`src/rtl/seg_scan_mux.sv`:
```
// Time-multiplexed digit scanner: drives one-hot digit strobes and a shared
// segment bus from a per-frame snapshot of the digit patterns, with blanking gaps.
module seg_scan_mux #(
    parameter int w_digit     = 8,
    parameter int w_seg       = 8,
    parameter int show_cycles = 1000,
    parameter int dead_cycles = 4
) (
    input  logic                             clk,
    input  logic                             rst,
    input  logic [w_digit-1:0][w_seg-1:0]    hex,
    input  logic [w_digit-1:0]               digit_en,
    input  logic                             freeze,
    output logic [w_digit-1:0]               digit,
    output logic [w_seg-1:0]                 hgfedcba,
    output logic                             frame_start
);

    localparam int max_cycles = (show_cycles > dead_cycles) ? show_cycles : dead_cycles;
    localparam int cnt_w      = $clog2(max_cycles + 1);
    localparam int idx_w      = (w_digit > 1) ? $clog2(w_digit) : 1;
    localparam bit has_dead   = (dead_cycles > 0);

    localparam logic [cnt_w-1:0] show_last = cnt_w'(show_cycles - 1);
    localparam logic [cnt_w-1:0] dead_last = cnt_w'((dead_cycles > 0) ? dead_cycles - 1 : 0);
    localparam logic [cnt_w-1:0] cnt_one   = cnt_w'(1);
    localparam logic [idx_w-1:0] idx_last  = idx_w'(w_digit - 1);
    localparam logic [idx_w-1:0] idx_one   = idx_w'(1);

    typedef enum logic [1:0] {
        st_snap = 2'd0,
        st_show = 2'd1,
        st_dead = 2'd2
    } state_t;

    state_t                          state_r, state_s;
    logic [idx_w-1:0]                idx_r, idx_s;
    logic [cnt_w-1:0]                cnt_r, cnt_s;
    logic [w_digit-1:0][w_seg-1:0]   shadow_hex_r;
    logic [w_digit-1:0]              shadow_en_r;
    logic [w_digit-1:0]              digit_r, digit_s;
    logic [w_seg-1:0]                seg_r, seg_s;
    logic                            frame_start_r, frame_start_s;

    function automatic logic [w_digit-1:0] onehot_f(input logic [idx_w-1:0] i);
        logic [w_digit-1:0] v;
        v    = '0;
        v[i] = 1'b1;
        return v;
    endfunction

    // State, slot index and dwell counter register
    always_ff @(posedge clk) begin
        if (rst) begin
            state_r <= st_snap;
            idx_r   <= '0;
            cnt_r   <= '0;
        end else begin
            state_r <= state_s;
            idx_r   <= idx_s;
            cnt_r   <= cnt_s;
        end
    end

    // Next-state logic: dwell in each state, then advance slot or wrap to SNAP
    always_comb begin
        state_s = state_r;
        idx_s   = idx_r;
        cnt_s   = cnt_r + cnt_one;
        case (state_r)
            st_snap: begin
                state_s = st_show;
                idx_s   = '0;
                cnt_s   = '0;
            end
            st_show: begin
                if (cnt_r == show_last) begin
                    cnt_s = '0;
                    if (has_dead) begin
                        state_s = st_dead;
                    end else if (idx_r == idx_last) begin
                        state_s = st_snap;
                        idx_s   = '0;
                    end else begin
                        state_s = st_show;
                        idx_s   = idx_r + idx_one;
                    end
                end else begin
                    cnt_s = cnt_r + cnt_one;
                end
            end
            st_dead: begin
                if (cnt_r == dead_last) begin
                    cnt_s = '0;
                    if (idx_r == idx_last) begin
                        state_s = st_snap;
                        idx_s   = '0;
                    end else begin
                        state_s = st_show;
                        idx_s   = idx_r + idx_one;
                    end
                end else begin
                    cnt_s = cnt_r + cnt_one;
                end
            end
            default: begin
                state_s = st_snap;
                idx_s   = '0;
                cnt_s   = '0;
            end
        endcase
    end

    // Output decode from the current state; disabled slots stay blank
    always_comb begin
        digit_s       = '0;
        seg_s         = '0;
        frame_start_s = 1'b0;
        case (state_r)
            st_snap: begin
                frame_start_s = 1'b1;
            end
            st_show: begin
                if (shadow_en_r[idx_r]) begin
                    digit_s = onehot_f(idx_r);
                    seg_s   = shadow_hex_r[idx_r];
                end else begin
                    digit_s = '0;
                    seg_s   = '0;
                end
            end
            default: begin
                digit_s = '0;
                seg_s   = '0;
            end
        endcase
    end

    // Registered outputs
    always_ff @(posedge clk) begin
        if (rst) begin
            digit_r       <= '0;
            seg_r         <= '0;
            frame_start_r <= 1'b0;
        end else begin
            digit_r       <= digit_s;
            seg_r         <= seg_s;
            frame_start_r <= frame_start_s;
        end
    end

    // Frame snapshot: taken only in SNAP, skipped while freeze is high
    always_ff @(posedge clk) begin
        if (rst) begin
            shadow_hex_r <= '0;
            shadow_en_r  <= '0;
        end else if ((state_r == st_snap) && !freeze) begin
            shadow_hex_r <= hex;
            shadow_en_r  <= digit_en;
        end else begin
            shadow_hex_r <= shadow_hex_r;
            shadow_en_r  <= shadow_en_r;
        end
    end

    assign digit       = digit_r;
    assign hgfedcba    = seg_r;
    assign frame_start = frame_start_r;

endmodule

```
`config.mk`:
```
export PLATFORM = sky130hd
export DESIGN_NAME = seg_scan_mux
export DESIGN_NICKNAME = d
export VERILOG_FILES = /design/src/rtl/seg_scan_mux.sv
export SDC_FILE = /design/constraint.sdc
export NUM_CORES = 1
export LEC_CHECK = 0
export BUFFER_PORTS_ARGS = -buffer_cell sky130_fd_sc_hd__buf_2
export CAP_MARGIN = 30
export CORE_AREA = 2 2 98 100
export DETAILED_ROUTE_END_ITERATION = 10
export DIE_AREA = 0 0 100 102
export PLACE_DENSITY = 0.83
export REMOVE_ABC_BUFFERS = 1
export SLEW_MARGIN = 20
export SYNTH_ARGS = -nofsm -noshare
export SYNTH_HDL_FRONTEND = slang
export SYNTH_SLANG_ARGS = --single-unit
```
`constraint.sdc`:
```
create_clock -name clk -period 1.8 [get_ports clk]
set_input_delay 0.18 -clock clk [delete_from_list [all_inputs] [get_ports clk]]
set_output_delay 0.18 -clock clk [all_outputs]
set_load 0.01 [all_outputs]
```
==> results of run 1 <==
==> worst max-delay path: cells and delay by family (launching register included) <==
family | cells | cell delay (ns)
fa+ha+maj | 1 | 0.14
flops | 1 | 0.36
simple gates | 2 | 0.85
compound gates | 2 | 0.51
==> worst min-delay path by stage <==
| stage | endpoint | slack [ns] |
|---|---|---|
| 2_1_floorplan | frame_start$_SDFF_PP0_ | 0.25 |
| 3_3_place_gp | shadow_hex_r[34]$_SDFFE_PP0P_ | 0.43 |
| 3_5_place_dp | shadow_hex_r[32]$_SDFFE_PP0P_ | 0.43 |
| 4_1_cts | shadow_hex_r[32]$_SDFFE_PP0P_ | 0.02 |
| 5_1_grt | shadow_hex_r[8]$_SDFFE_PP0P_ | 0.02 |
| 6_report | shadow_hex_r[32]$_SDFFE_PP0P_ | 0.03 |
==> layer usage <==
metal  vias up  track usage
li1       1967            -
met1      1843        0.263
met2       120        0.382
met3        16       0.0308
met4         0       0.0885
met5         -            0
==> what timing repair did <==
action | in CTS | in global routing
setup buffers | 2 | 1
endpoints found under the setup margin | 15 | 19
pin swaps | 10 | 1
resized for setup | 10 | 7
gates cloned | 1 | 0
==> flip-flops by register name, indices dropped and copies added, names as in the netlist <==
signal and cells:
cnt_r 10, digit 8, frame_start 1, hgfedcba 8, idx_r 3, shadow_en_r 8, shadow_hex_r 64, state_r 2
==> where the power goes <==
group,total (mW),leakage [nW],internal [mW],switching [mW]
logic,0.506,1.20,0.217,0.290
registers,2.48,0.851,2.42,0.0601
clock network,1.60,0.106,0.820,0.784
==> cells by family after synthesis <==
group	share of synthesized area
compound gates	0.158
mux	0.0589
simple gates	0.224
flops	0.483
fa+ha+maj	0.0203
xor+xnor	0.0162
buf+inv	0.0400
==> cells in the mapped netlist, drive strengths merged, types with 4 or more instances <==
| library cell | n | area (um2) |
|---|---|---|
| a21oi | 79 | 395 |
| a221o | 4 | 40.0 |
| a31oi | 4 | 25.0 |
| and2 | 4 | 26.3 |
| buf | 6 | 26.3 |
| clkbuf | 31 | 116 |
| dfxtp | 104 | 2080 |
| ha | 7 | 87.6 |
| inv | 8 | 30.0 |
| mux2 | 9 | 101 |
| mux2i | 13 | 130 |
| nand2 | 160 | 601 |
| nand3 | 6 | 30.0 |
| nor2 | 23 | 86.3 |
| nor2b | 6 | 37.5 |
| nor4 | 4 | 25.0 |
| o21ai | 11 | 58.8 |
| o2bb2ai | 7 | 61.3 |
| xnor2 | 4 | 35.0 |
| xor2 | 4 | 35.0 |
==> through the flow <==
| step | setup TNS (ns) | area (um2) | worst slack, ns |
|---|---|---|---|
| after floorplan | -106.21 | 4170 | -1.34 |
| after global placement | -0.713 | 5030 | -0.136 |
| after detailed placement | -1.62 | 5030 | -0.199 |
| after CTS | -0.446 | 5300 | -0.103 |
| after global routing | -1.22 | 5340 | -0.147 |
| final | -0.761 | 5340 | -0.128 |
==> final cells by class <==
cell class,count,area share
flip-flops and latches,104,0.390
repair buffers,122,0.140
clock buffers,11,0.0265
multi-input cells,380,0.397
clock inverters,4,0.0143
well taps,111,0.0260
inverters,8,0.00562
==> results.sh, run 1 <==
export IMPL_status="complete, but fails checks"
export IMPL_violations="negative setup slack"
export IMPL_fp_dieW_um=100
export IMPL_place_inst=721
export IMPL_top_layer_used="met4"
export IMPL_period_share=1.07
export IMPL_cp_slowest_stage_delay_ns=0.47
export IMPL_fin_worst_skew_ns=0.0128
export IMPL_cp_end_kind="flop"
export IMPL_fmax_ghz=0.519
export IMPL_vdd_drop_max_mv=0.386
export IMPL_r2r_cells=5
export IMPL_fin_crit_ns=1.93
export IMPL_reg2reg_from="cnt_r[1]$_SDFF_PP0_"
export IMPL_nets=707
export IMPL_critical_path_class="flop to flop"
export IMPL_maxCapViolCount=0
export IMPL_crit_start="cnt_r[1]$_SDFF_PP0_"
export IMPL_layout_drive_gt1_share=0.264
export IMPL_route_antenna_remaining_nets=0
export IMPL_cts_tree="built"
export IMPL_final_setup_worst_slack_ns=-0.128
export IMPL_crit_fanout=5
export IMPL_drv_slew=0
export IMPL_yosysSeqAreaShare=0.483
export IMPL_coreArea_um2=9110
export IMPL_syn_avg_cell_area_um2=8.15
export IMPL_antenna_found_initial=0
export IMPL_grt_use_total=0.215
export IMPL_pin_count=92
export IMPL_endpoint="idx_r[1]$_SDFFE_PP0P_"
export IMPL_powerDensity_nw_per_um2=859
export IMPL_hpwlAfterDp_mm=7.38
export IMPL_fin_util=0.587
export IMPL_layout_common_cells="160 x nand2_1, 101 x dfxtp_1, 91 x buf_2, 78 x a21oi_1, 24 x buf_4"
export IMPL_root_buffer="clkbuf_8"
export IMPL_hold_violations=0
export IMPL_synth_edff_count=0
export IMPL_grt_pass1_vias=3866
export IMPL_finalSetupViolCount=14
export IMPL_clock_sinks=104
export IMPL_dr_wl_met2_mm=5.30
export IMPL_p_leak_nw=2.16
export IMPL_via_per_inst=5.33
export IMPL_dieArea_um2=10200
export IMPL_hold_ws_ns=0.0316
export IMPL_setup_worst_path_start_class="flop"
export IMPL_crit_chain="ha_4 > or3b_4 > o31a_4 > or4b_1 > a21oi_1"
export IMPL_syn_inst=529
export IMPL_routed_wl_met3_um=560
export IMPL_fp_dieH_um=102
export IMPL_whs_path_depth=3
export IMPL_dr_pass1_iters=4
export IMPL_p_total_mw=4.59
export IMPL_wl_met1_mm=4.62
export IMPL_first_iter_violations=217
export IMPL_place_gp_congestion=0.813
export IMPL_numPortBuffers=91
export IMPL_cts_hold_buf=0
export IMPL_rows=35
export IMPL_tightest_slew_ns=0.553
export IMPL_synthFlopType="dfxtp_1"
export IMPL_final_common_cell="nand2_1"
export IMPL_hold_class="input port to flop"
export IMPL_async_flop_share=0
export IMPL_n_fill_cell=810
export IMPL_rsz0062_at_grt="yes"
export IMPL_hold_path_startpoint="hex[32]"
export IMPL_arrival_ns=2.23
export IMPL_clk_latency_ns=0.37
export IMPL_multi_input_area_um2=2120
export IMPL_synth_distinct_cells=45
export IMPL_yosysWarnings=0
export IMPL_r2r_end="idx_r[1]$_SDFFE_PP0P_"
export IMPL_wirelength_mm=10.7
export IMPL_timing_slew_headroom=0.631
export IMPL_cp_required_ns=2.10
export IMPL_rrSetupSlack_ns=-0.13
export IMPL_syn2layout_area_growth_pct=23.9
export IMPL_vias=3946
export IMPL_grt_first_pass_wirelength_mm=17.4
export IMPL_cts_buffers=9
export IMPL_cts_buffer_depth=2
export IMPL_syn_area_um2=4310
export IMPL_h_tree_depth=3
export IMPL_layout_area_seq_um2=2090
export IMPL_antenna_cells=0
export IMPL_ys_seq_elements=104
export IMPL_avgRoutedWirePerCell_um=14.5
export IMPL_drc_errors=0
export IMPL_grt_max_degree=73
export IMPL_stdcell_count=740
export IMPL_initial_utilization=0.473
export IMPL_slowest_stage="or4b_1"
export IMPL_clk_transition_reported_paths_ns=0.10
export IMPL_grt_overflow=0
Note: power is estimated with default switching activity, not from simulation.
==> run 2, diff against run 1 <==
Settings changed: ABC_AREA set to 0, CORE_AREA 2 2 98 100 to 3 3 99 101, DIE_AREA 0 0 100 102 to 0 0 102 104.
==> run 2 against run 1 <==
The flow still finishes with violations (negative setup slack). Sequential share of layout area is 0.58 points higher. Cell count grew 0.27%. Power shrank 6.0%. Core utilization is 0.80 points lower. Global-route usage is 1.8 points lower. Non-clock buffer count up 2. Sequential power is essentially flat. Via count decreased by 1.2%. First-iteration DRC count grew 17%. Critical path type unchanged. Largest cell class unchanged.
==> results.sh, run 2 (synthesis gave the netlist of run 1 again) <==
export IMPL_fp_dieW_um=102
export IMPL_period_share=1.07
export IMPL_largest_register="shadow_hex_r"
export IMPL_pin_count=92
export IMPL_maxCapViolCount=0
export IMPL_status="complete, but fails checks"
export IMPL_dr_pass1_iters=4
export IMPL_hold_violations=0
export IMPL_cp_end_kind="flop"
export IMPL_drv_slew=0
export IMPL_place_inst=724
export IMPL_root_buffer="clkbuf_8"
export IMPL_first_iter_violations=254
export IMPL_layout_common_cells="160 x nand2_1, 99 x dfxtp_1, 91 x buf_2, 77 x a21oi_1, 27 x buf_4"
export IMPL_hpwlAfterDp_mm=7.40
export IMPL_numPortBuffers=91
export IMPL_final_setup_worst_slack_ns=-0.119
export IMPL_finalSetupViolCount=13
export IMPL_largest_reg_flops=64
export IMPL_final_common_cell="nand2_1"
export IMPL_stdcell_count=742
export IMPL_wl_met1_mm=4.51
export IMPL_fin_crit_ns=1.92
export IMPL_layout_drive_gt1_share=0.266
export IMPL_cts_tree="built"
export IMPL_setup_worst_path_start_class="flop"
export IMPL_cp_required_ns=2.11
export IMPL_clock_sinks=104
export IMPL_violations="negative setup slack"
export IMPL_avgRoutedWirePerCell_um=13.9
export IMPL_arrival_ns=2.23
export IMPL_dieArea_um2=10600
export IMPL_routed_wl_met3_um=509
export IMPL_syn2layout_area_growth_pct=22.2
export IMPL_rows=35
export IMPL_rsz0062_at_grt="yes"
export IMPL_vias=3898
export IMPL_initial_utilization=0.473
export IMPL_critical_path_class="flop to flop"
export IMPL_h_tree_depth=3
export IMPL_vdd_drop_max_mv=0.424
export IMPL_antenna_found_initial=0
export IMPL_route_antenna_remaining_nets=0
export IMPL_powerDensity_nw_per_um2=819
export IMPL_fp_dieH_um=104
export IMPL_fin_worst_skew_ns=0.0186
export IMPL_via_per_inst=5.25
export IMPL_clk_latency_ns=0.38
export IMPL_antenna_cells=0
export IMPL_dr_wl_met2_mm=5.14
export IMPL_crit_fanout=6
export IMPL_tightest_slew_ns=0.634
export IMPL_drc_errors=0
export IMPL_hold_class="input port to flop"
export IMPL_grt_pass1_vias=3748
export IMPL_fmax_ghz=0.521
export IMPL_coreArea_um2=9110
export IMPL_nets=709
export IMPL_grt_overflow=0
export IMPL_n_fill_cell=822
export IMPL_top_regs="shadow_hex_r: 64 flops, cnt_r: 10 flops"
export IMPL_fin_util=0.579
export IMPL_top_layer_used="met4"
export IMPL_cts_buffer_depth=2
export IMPL_cts_buffers=9
export IMPL_p_leak_nw=2.14
export IMPL_grt_max_degree=66
export IMPL_timing_slew_headroom=0.578
export IMPL_grt_use_total=0.197
export IMPL_grt_first_pass_wirelength_mm=17.0
export IMPL_wirelength_mm=10.3
export IMPL_clk_transition_reported_paths_ns=0.11
export IMPL_place_gp_congestion=0.858
-- run 2: cell types whose count changed in the layout (fill, tap and decap cells not counted), sizes merged --
cell,previous run,this run
clkinvlp,1,0
clkbuf,11,9
inv,9,11
buf,122,124
bufinv,2,0
clkinv,0,3
-- run 2: per-stage QoR --
stage / hold WS [ns] / setup TNS [ns] / power, mW / instance area (um2) / worst slack (ns)
4_1_cts: 0.0213 / -0.230 / 4.35 / 5250 / -0.110
5_1_grt: 0.0181 / -1.79 / 4.52 / 5270 / -0.147
3_5_place_dp: 0.428 / -0.585 / 3.03 / 5020 / -0.257
2_1_floorplan: 0.247 / -106.21 / 2.80 / 4170 / -1.34
6_report: 0.0204 / -0.378 / 4.32 / 5270 / -0.119
3_3_place_gp: 0.423 / -0.412 / 3.01 / 5020 / -0.187
-- run 2: layout make-up --
type | instances | area (um2) | share of cell area
clock buffer | 9 | 124 | 0.0235
tap | 111 | 139 | 0.0263
clock inverter | 6 | 52.6 | 0.00997
timing repair buffer | 124 | 743 | 0.141
sequential | 104 | 2090 | 0.396
multi-input combinational | 380 | 2090 | 0.397
inverter | 8 | 30.0 | 0.00570
-- run 2: final timing paths --
kind                            startpoint                             to  slack, ns  cells after the start
max                    cnt_r[9]$_SDFF_PP0_          idx_r[1]$_SDFFE_PP0P_      -0.12                      4
min                                hex[45]  shadow_hex_r[45]$_SDFFE_PP0P_       0.02                      3
min reg2reg  shadow_hex_r[35]$_SDFFE_PP0P_  shadow_hex_r[35]$_SDFFE_PP0P_       0.46                      2
max reg2reg            cnt_r[9]$_SDFF_PP0_          idx_r[1]$_SDFFE_PP0P_      -0.12                      4
-- run 2: power by group --
| group | switching [mW] | internal [mW] | leakage [nW] |
|---|---|---|---|
| Clock | 0.824 | 0.518 | 0.0907 |
| Combinational | 0.280 | 0.215 | 1.20 |
| Sequential | 0.0592 | 2.42 | 0.852 |
| Total | 1.16 | 3.15 | 2.14 |
-- run 2: timing repair --
item,in CTS,in global routing
pin swaps,8,6
cloned,0,0
hold buffers,0,0
resized for setup,8,7
setup buffers,2,1
setup endpoints to repair,4,28
-- run 2: routing by layer --
layer | track usage | vias to the layer above
met5 | 0 | -
met4 | 0.0637 | 0
met3 | 0.0342 | 17
met2 | 0.329 | 90
met1 | 0.255 | 1818
li1 | - | 1973
-- run 2: critical path, cell delays in order (launching register included) --
cell and delay, ns:
dfxtp_2 0.33, or4_4 0.54, o31a_4 0.37, or4b_4 0.49
a21oi_2 0.14
